===== config.mk =====
export PLATFORM = sky130hd
export DESIGN_NAME = alu_64_bit
export DESIGN_NICKNAME = d
export VERILOG_FILES = /design/src/rtl/alu_64_bit.sv
export SDC_FILE = /design/constraint.sdc
export NUM_CORES = 1
export LEC_CHECK = 0
export BUFFER_PORTS_ARGS = -buffer_cell sky130_fd_sc_hd__buf_4
export CELL_PAD_IN_SITES_DETAIL_PLACEMENT = 1
export CELL_PAD_IN_SITES_GLOBAL_PLACEMENT = 2
export CORE_MARGIN = 2
export CORE_UTILIZATION = 25
export DETAILED_ROUTE_END_ITERATION = 12
export GPL_ROUTABILITY_DRIVEN = 1
export PLACE_DENSITY = 0.73
export RECOVER_POWER = 25
export SETUP_SLACK_MARGIN = 0.2
export SLEW_MARGIN = 20
export SYNTH_ARGS = -nofsm -noshare
export SYNTH_HDL_FRONTEND = slang
export SYNTH_SLANG_ARGS = --single-unit

===== constraint.sdc =====
create_clock -name clk -period 6.34 [get_ports clk]
set_input_delay 0.634 -clock clk [delete_from_list [all_inputs] [get_ports clk]]
set_output_delay 0.634 -clock clk [all_outputs]
set_load 0.1 [all_outputs]

===== src/rtl/alu_64_bit.sv =====
// alu_64_bit: registered integer ALU for the execute stage.
//   Combines a and b under the 4-bit ALU_CO code. Result, zero and overflow
//   are registered, so each op appears exactly one cycle after it is
//   presented. A new op may be issued every cycle; there is no handshake.
// Ports:
//   ALU_result  out WIDTH  registered result
//   zero        out 1      registered, 1 when ALU_result == 0
//   overflow    out 1      registered signed overflow (ADD/SUB only)
//   ALU_CO      in  4      operation code
//   a, b        in  WIDTH  operands
//   clk         in  1      clock, rising edge
//   reset       in  1      synchronous, active-high
// Config macro: ALU_SHIFT_EN builds SLL/SRL/SRA (codes 0100/0101/1000).
//   Without it those codes fall into the undefined-code path (result 0).
module alu_64_bit #(
  parameter int WIDTH = 64
) (
  output logic [WIDTH-1:0] ALU_result,
  output logic             zero,
  output logic             overflow,
  input  logic [3:0]       ALU_CO,
  input  logic [WIDTH-1:0] a,
  input  logic [WIDTH-1:0] b,
  input  logic             clk,
  input  logic             reset
);
  localparam logic [3:0] OP_AND = 4'b0000;
  localparam logic [3:0] OP_OR  = 4'b0001;
  localparam logic [3:0] OP_ADD = 4'b0010;
  localparam logic [3:0] OP_XOR = 4'b0011;
  localparam logic [3:0] OP_SUB = 4'b0110;
  localparam logic [3:0] OP_SLT = 4'b0111;
  localparam logic [3:0] OP_NOR = 4'b1100;
`ifdef ALU_SHIFT_EN
  localparam logic [3:0] OP_SLL = 4'b0100;
  localparam logic [3:0] OP_SRL = 4'b0101;
  localparam logic [3:0] OP_SRA = 4'b1000;
  localparam int         SHW    = $clog2(WIDTH);
`endif

  typedef struct packed {
    logic [WIDTH-1:0] res;
    logic             ovf;
  } alu_rsp_t;

  logic [WIDTH-1:0] sum, dif;
  logic             slt;
  alu_rsp_t         nxt;

  assign sum = a + b;
  assign dif = a - b;
  assign slt = $signed(a) < $signed(b);

  always_comb begin
    nxt = '0;
    unique case (ALU_CO)
      OP_AND: nxt.res = a & b;
      OP_OR:  nxt.res = a | b;
      OP_XOR: nxt.res = a ^ b;
      OP_NOR: nxt.res = ~(a | b);
      OP_SLT: nxt.res = {{(WIDTH-1){1'b0}}, slt};
      OP_ADD: begin
        nxt.res = sum;
        // same-sign operands producing an opposite-sign result
        nxt.ovf = (a[WIDTH-1] == b[WIDTH-1]) && (sum[WIDTH-1] != a[WIDTH-1]);
      end
      OP_SUB: begin
        nxt.res = dif;
        nxt.ovf = (a[WIDTH-1] != b[WIDTH-1]) && (dif[WIDTH-1] != a[WIDTH-1]);
      end
`ifdef ALU_SHIFT_EN
      // only the low log2(WIDTH) bits of b select the shift distance
      OP_SLL: nxt.res = a << b[SHW-1:0];
      OP_SRL: nxt.res = a >> b[SHW-1:0];
      OP_SRA: nxt.res = WIDTH'($signed(a) >>> b[SHW-1:0]);
`endif
      default: nxt = '0;
    endcase
  end

  // zero comes from the same next-state value so it always tracks ALU_result
  always_ff @(posedge clk) begin
    if (reset) begin
      ALU_result <= '0;
      zero       <= 1'b1;
      overflow   <= 1'b0;
    end else begin
      ALU_result <= nxt.res;
      zero       <= (nxt.res == '0);
      overflow   <= nxt.ovf;
    end
  end
endmodule


### After elaboration in Yosys (flattened, before gate mapping)

Cells that the tools add are included.

| operators by class | value |
|---|---|
| $add $sub $neg | 2 |
| multiply operators | 0 |
| divide/modulo/power cells | 0 |
| $lt $le $gt $ge | 1 |
| eq/ne operators | 10 |
| shift operators | 0 |
| mux-type cells | 2 |
| bitwise gates (word level) | 4 |
| reductions and logical operators | 4 |

Operator list:

| cell | number |
|---|---|
| 64-bit case mux with 7 select lines | 1 |
| 64-bit adder | 1 |
| 64-bit AND | 1 |
| 64-bit zero test | 1 |
| 64-bit less-than comparator | 1 |
| 64-bit NOT | 1 |
| 64-bit bitwise OR | 1 |
| 64-bit subtractor | 1 |
| 64-bit XOR | 1 |
| 4-bit by 2-bit == test with 1-bit output, second input constant | 2 |
| 4-bit by 3-bit == test with 1-bit output, second input constant | 2 |
| 4-bit by 1-bit == test with 1-bit output, second input constant | 1 |
| 4-bit == test, second input constant | 1 |
| 4-bit zero test | 1 |
| 1-bit inequality test | 3 |
| 1-bit logical AND | 2 |
| 1-bit case mux with 2 select lines | 1 |
| 1-bit == test | 1 |

| storage, ports and cells | value |
|---|---|
| bits in registers | 66 |
| latch bits | 0 |
| memory bits (writable) | 0 |
| memory bits (read-only) | 0 |
| output and inout port bits | 66 |
| memories kept | 0 |

### Depth between registers and ports, before layout

| depth | value |
|---|---|
| word-level depth | 4 |
| depth in mapped cells | 17 |
| depth with buffers taken out | 17 |

### Worst setup path after synthesis

Ideal clock, no wire load.

| path | value |
|---|---|
| path type | input -> register |
| start | input a[0] |
| end | register zero |
| data arrival time | 3,965 ps |
| setup slack | 2,315 ps |
| stages on the path | 15 |
| buffers on the path | 0 |
| cell sequence | ha_1 -> inv_1 -> fa_1 -> and2b_1 -> o2111ai_2 -> a211o_1 -> a211oi_4 -> a311oi_4 -> o31ai_4 -> o221a_1 -> o21ai_1 -> or4b_1 -> nor4_1 -> and3_1 -> a41o_1 |

| between the ends | value |
|---|---|
| longest elaborated chain between the ends | 4 |
| elaborated cells between the ends (all ways) | 9 |

RTL lines:

| what | RTL line | source |
|---|---|---|
| start: declaration | 22 | `input logic [WIDTH-1:0] a,` |
| parallel branches: the longest is 2 deep, another holds 64-bit subtractor | - |  |
| 64-bit case mux with 7 select lines (*) | 56 | `unique case (ALU_CO)` |
| 64-bit zero test (*) | 89 | `zero <= (nxt.res == '0);` |
| end signal: assignment | 89 |  |
| end: declaration | 19 | `output logic zero,` |

Mark *: on every way between the ends.
A chain may end at the register's enable or synchronous reset.

### Worst setup path in the final report

| path | value |
|---|---|
| start | input a[8] |
| end | register zero |

The elaborated chain is that of the path after synthesis.

==> results.sh <==
export IMPL_die_y_um=248
export IMPL_total_leakage_power_nw=7.46
export IMPL_path_class="input pin to register"
export IMPL_ir_drop_mv=0.165
export IMPL_clk_pin_slew_worst_paths_ps=80
export IMPL_ctsLongestPathBuffers=2
export IMPL_ant_nets=0
export IMPL_postSynth_asyncResetShare=0
export IMPL_route_met3_wl_mm=4.46
export IMPL_syn_to_final_growth_pct=16.2
export IMPL_final_area_um2=17300
export IMPL_antenna_found_initial=3
export IMPL_drt_iter0_drc=1509
export IMPL_critPathArrivalTime_ps=5710
export IMPL_rows=89
export IMPL_final_cell_mix="nor2_1 (246), a21oi_1 (217), ha_1 (207), inv_1 (205), buf_4 (204)"
export IMPL_syn_cell_area_um2=14900
export IMPL_hpwl_mm=66.0
export IMPL_rsz0062_at_grt="false"
export IMPL_slew_viol_final=0
export IMPL_ctsHoldBuffers=0
export IMPL_grt_pass1_vias=18100
export IMPL_tritoncts="built"
export IMPL_slowest_stage="nor4bb_1"
export IMPL_wl_met2_mm=37.8
export IMPL_synthCells=2187
export IMPL_grt_overflow_total=0
export IMPL_dr_pass1_iters=6
export IMPL_setup_viol=0
export IMPL_core_area_um2=58900
export IMPL_holdPathEnd="overflow"
export IMPL_synth_cell_types=108
export IMPL_die_w_um=248
export IMPL_worstPathRequired_ps=6690
export IMPL_synth_edff_count=0
export IMPL_nets=2647
export IMPL_min_path_type="input pin to register"
export IMPL_fill_cells=7310
export IMPL_slew_headroom=0.181
export IMPL_wl_per_cell_um=26.8
export IMPL_cts_setup_buffers=0
export IMPL_grt_use_total=0.264
export IMPL_h_tree_depth=3
export IMPL_fin_crit_sh=0.846
export IMPL_yosysSeqAreaShare=0.0888
export IMPL_min_period_ps=5370
export IMPL_port_buffers=199
export IMPL_ys_flop_type="dfxtp_1"
export IMPL_final_common_cell="nor2_1"
export IMPL_wl_mm=82.7
export IMPL_start_util=0.253
export IMPL_clock_fmax_mhz=186
export IMPL_place_gp_congestion=0.978
export IMPL_avgSynthCellArea_um2=6.80
export IMPL_avgViaCountPerCell=5.93
export IMPL_clock_sinks=66
export IMPL_tns_ps=0
export IMPL_worstSetupEndpointType="register"
export IMPL_clock_root_buffer="clkbuf_16"
export IMPL_drive_above_1_share=0.127
export IMPL_hold_depth=3
export IMPL_path_cells="buf_4 > inv_1 > ha_1 > a21oi_1 > o21ai_0 > a221oi_1 > and3_1 > o21ai_0 > a32o_1 > a21oi_1 > nor4bb_1 > o2111a_1 > nand3_1 > nor4_1 > and3_1 > a41o_1"
export IMPL_powerDensity_nw_per_um2=165
export IMPL_synth_nets=2530
export IMPL_synth_warnings=0
export IMPL_n_antenna_cell=0
export IMPL_status="finished, final reports clean"
export IMPL_drc=0
export IMPL_dr_total_vias=18300
export IMPL_hold_viol=0
export IMPL_ys_ff_latch=66
export IMPL_io_pin_count=200
export IMPL_ctsResizeCount=0
export IMPL_top_layer="met5"
export IMPL_die_area_um2=61500
export IMPL_grt_pass1_wl_mm=122
export IMPL_dpl_cell_area_um2=17100
export IMPL_maxCapViolCount=0
export IMPL_min_from="a[63]"
export IMPL_crit_fanout=14
export IMPL_startpoint_type="input pin"
export IMPL_met1_length_mm=38.5
export IMPL_final_core_util=0.294
export IMPL_slowest_delay_ps=770
export IMPL_grt_max_degree=60
export IMPL_cts_buffers=9
export IMPL_worst_slew_pin_slew_ps=1230
-- worst max-delay path: cells and delay by family --
| family | cells | cell delay (ps) |
|---|---|---|
| AO/OA/AOI/OAI | 8 | 2370 |
| adder cells (fa/ha/maj) | 1 | 500 |
| buffers and inverters | 2 | 140 |
| AND/OR/NAND/NOR | 5 | 2040 |
-- state kept, by name (all words and copies together) (netlist names) --
signal / count
ALU_result: 64
overflow: 1
zero: 1
-- stage by stage --
step | hold slack [ps] | power, mW | setup WS (ps) | instances
3_5_place_dp | 978 | 2.25 | 740 | 3066
5_1_grt | 585 | 2.99 | 949 | 3082
4_1_cts | 568 | 2.85 | 1150 | 3082
3_3_place_gp | 973 | 2.24 | 828 | 3066
2_1_floorplan | 814 | 1.64 | 2310 | 2187
6_report | 584 | 2.86 | 974 | 3082
-- worst max path at each step --
stage                     startpoint  endpoint  slack, ps  cells past startpoint
final                           a[8]      zero        970                     16
after global routing            a[8]      zero        950                     16
after CTS                       a[8]      zero       1150                     16
after detailed placement        a[8]      zero        740                     16
after global placement          a[8]      zero        830                     16
after floorplan                 a[0]      zero       2310                     15
-- layout make-up --
type	count	area, um2	share of cell area
Multi-Input combinational cell	1779	12200	0.707
Timing Repair Buffer	239	1700	0.0981
Sequential cell	66	1320	0.0764
Tap cell	773	967	0.0559
Inverter	209	785	0.0454
Clock buffer	9	225	0.0130
Clock inverter	7	78.8	0.00456
-- metal layers --
metal,up-vias,global-route usage
li1,8297,-
met5,-,0
met1,9224,0.366
met4,2,0.0655
met2,640,0.435
met3,101,0.0271
-- cell usage after synthesis (all sizes together), types with 26 or more instances --
library cell | n | area share
o211ai | 35 | 0.018
nor3 | 65 | 0.023
a221oi | 28 | 0.017
nand4 | 45 | 0.019
nand3 | 60 | 0.020
o21ai | 118 | 0.040
nor2 | 250 | 0.064
ha | 207 | 0.17
clkbuf | 71 | 0.018
o31ai | 39 | 0.021
a31oi | 28 | 0.012
nor4 | 48 | 0.026
a211oi | 39 | 0.022
a21oi | 219 | 0.074
buf | 62 | 0.022
a22oi | 37 | 0.019
a21o | 26 | 0.013
o21bai | 31 | 0.016
inv | 208 | 0.052
dfxtp | 66 | 0.089
nand2 | 133 | 0.034
-- power breakdown --
| part | switching, mW | total [mW] | internal, mW |
|---|---|---|---|
| Sequential | 0.0136 | 0.464 | 0.451 |
| Clock | 0.284 | 0.592 | 0.309 |
| Combinational | 1.30 | 1.80 | 0.504 |
-- cells by family (layout without fill, tap and decap cells) --
group / after synthesis / in the layout / synth area share
AND/OR/NAND/NOR: 743 / 743 / 0.251
flip-flops: 66 / 66 / 0.0888
XOR/XNOR: 16 / 16 / 0.00942
adder cells (fa/ha/maj): 209 / 209 / 0.177
AO/OA/AOI/OAI: 794 / 794 / 0.370
multiplexers: 17 / 17 / 0.0118
buffers and inverters: 342 / 464 / 0.0923
(Power assumes the default switching activity.)
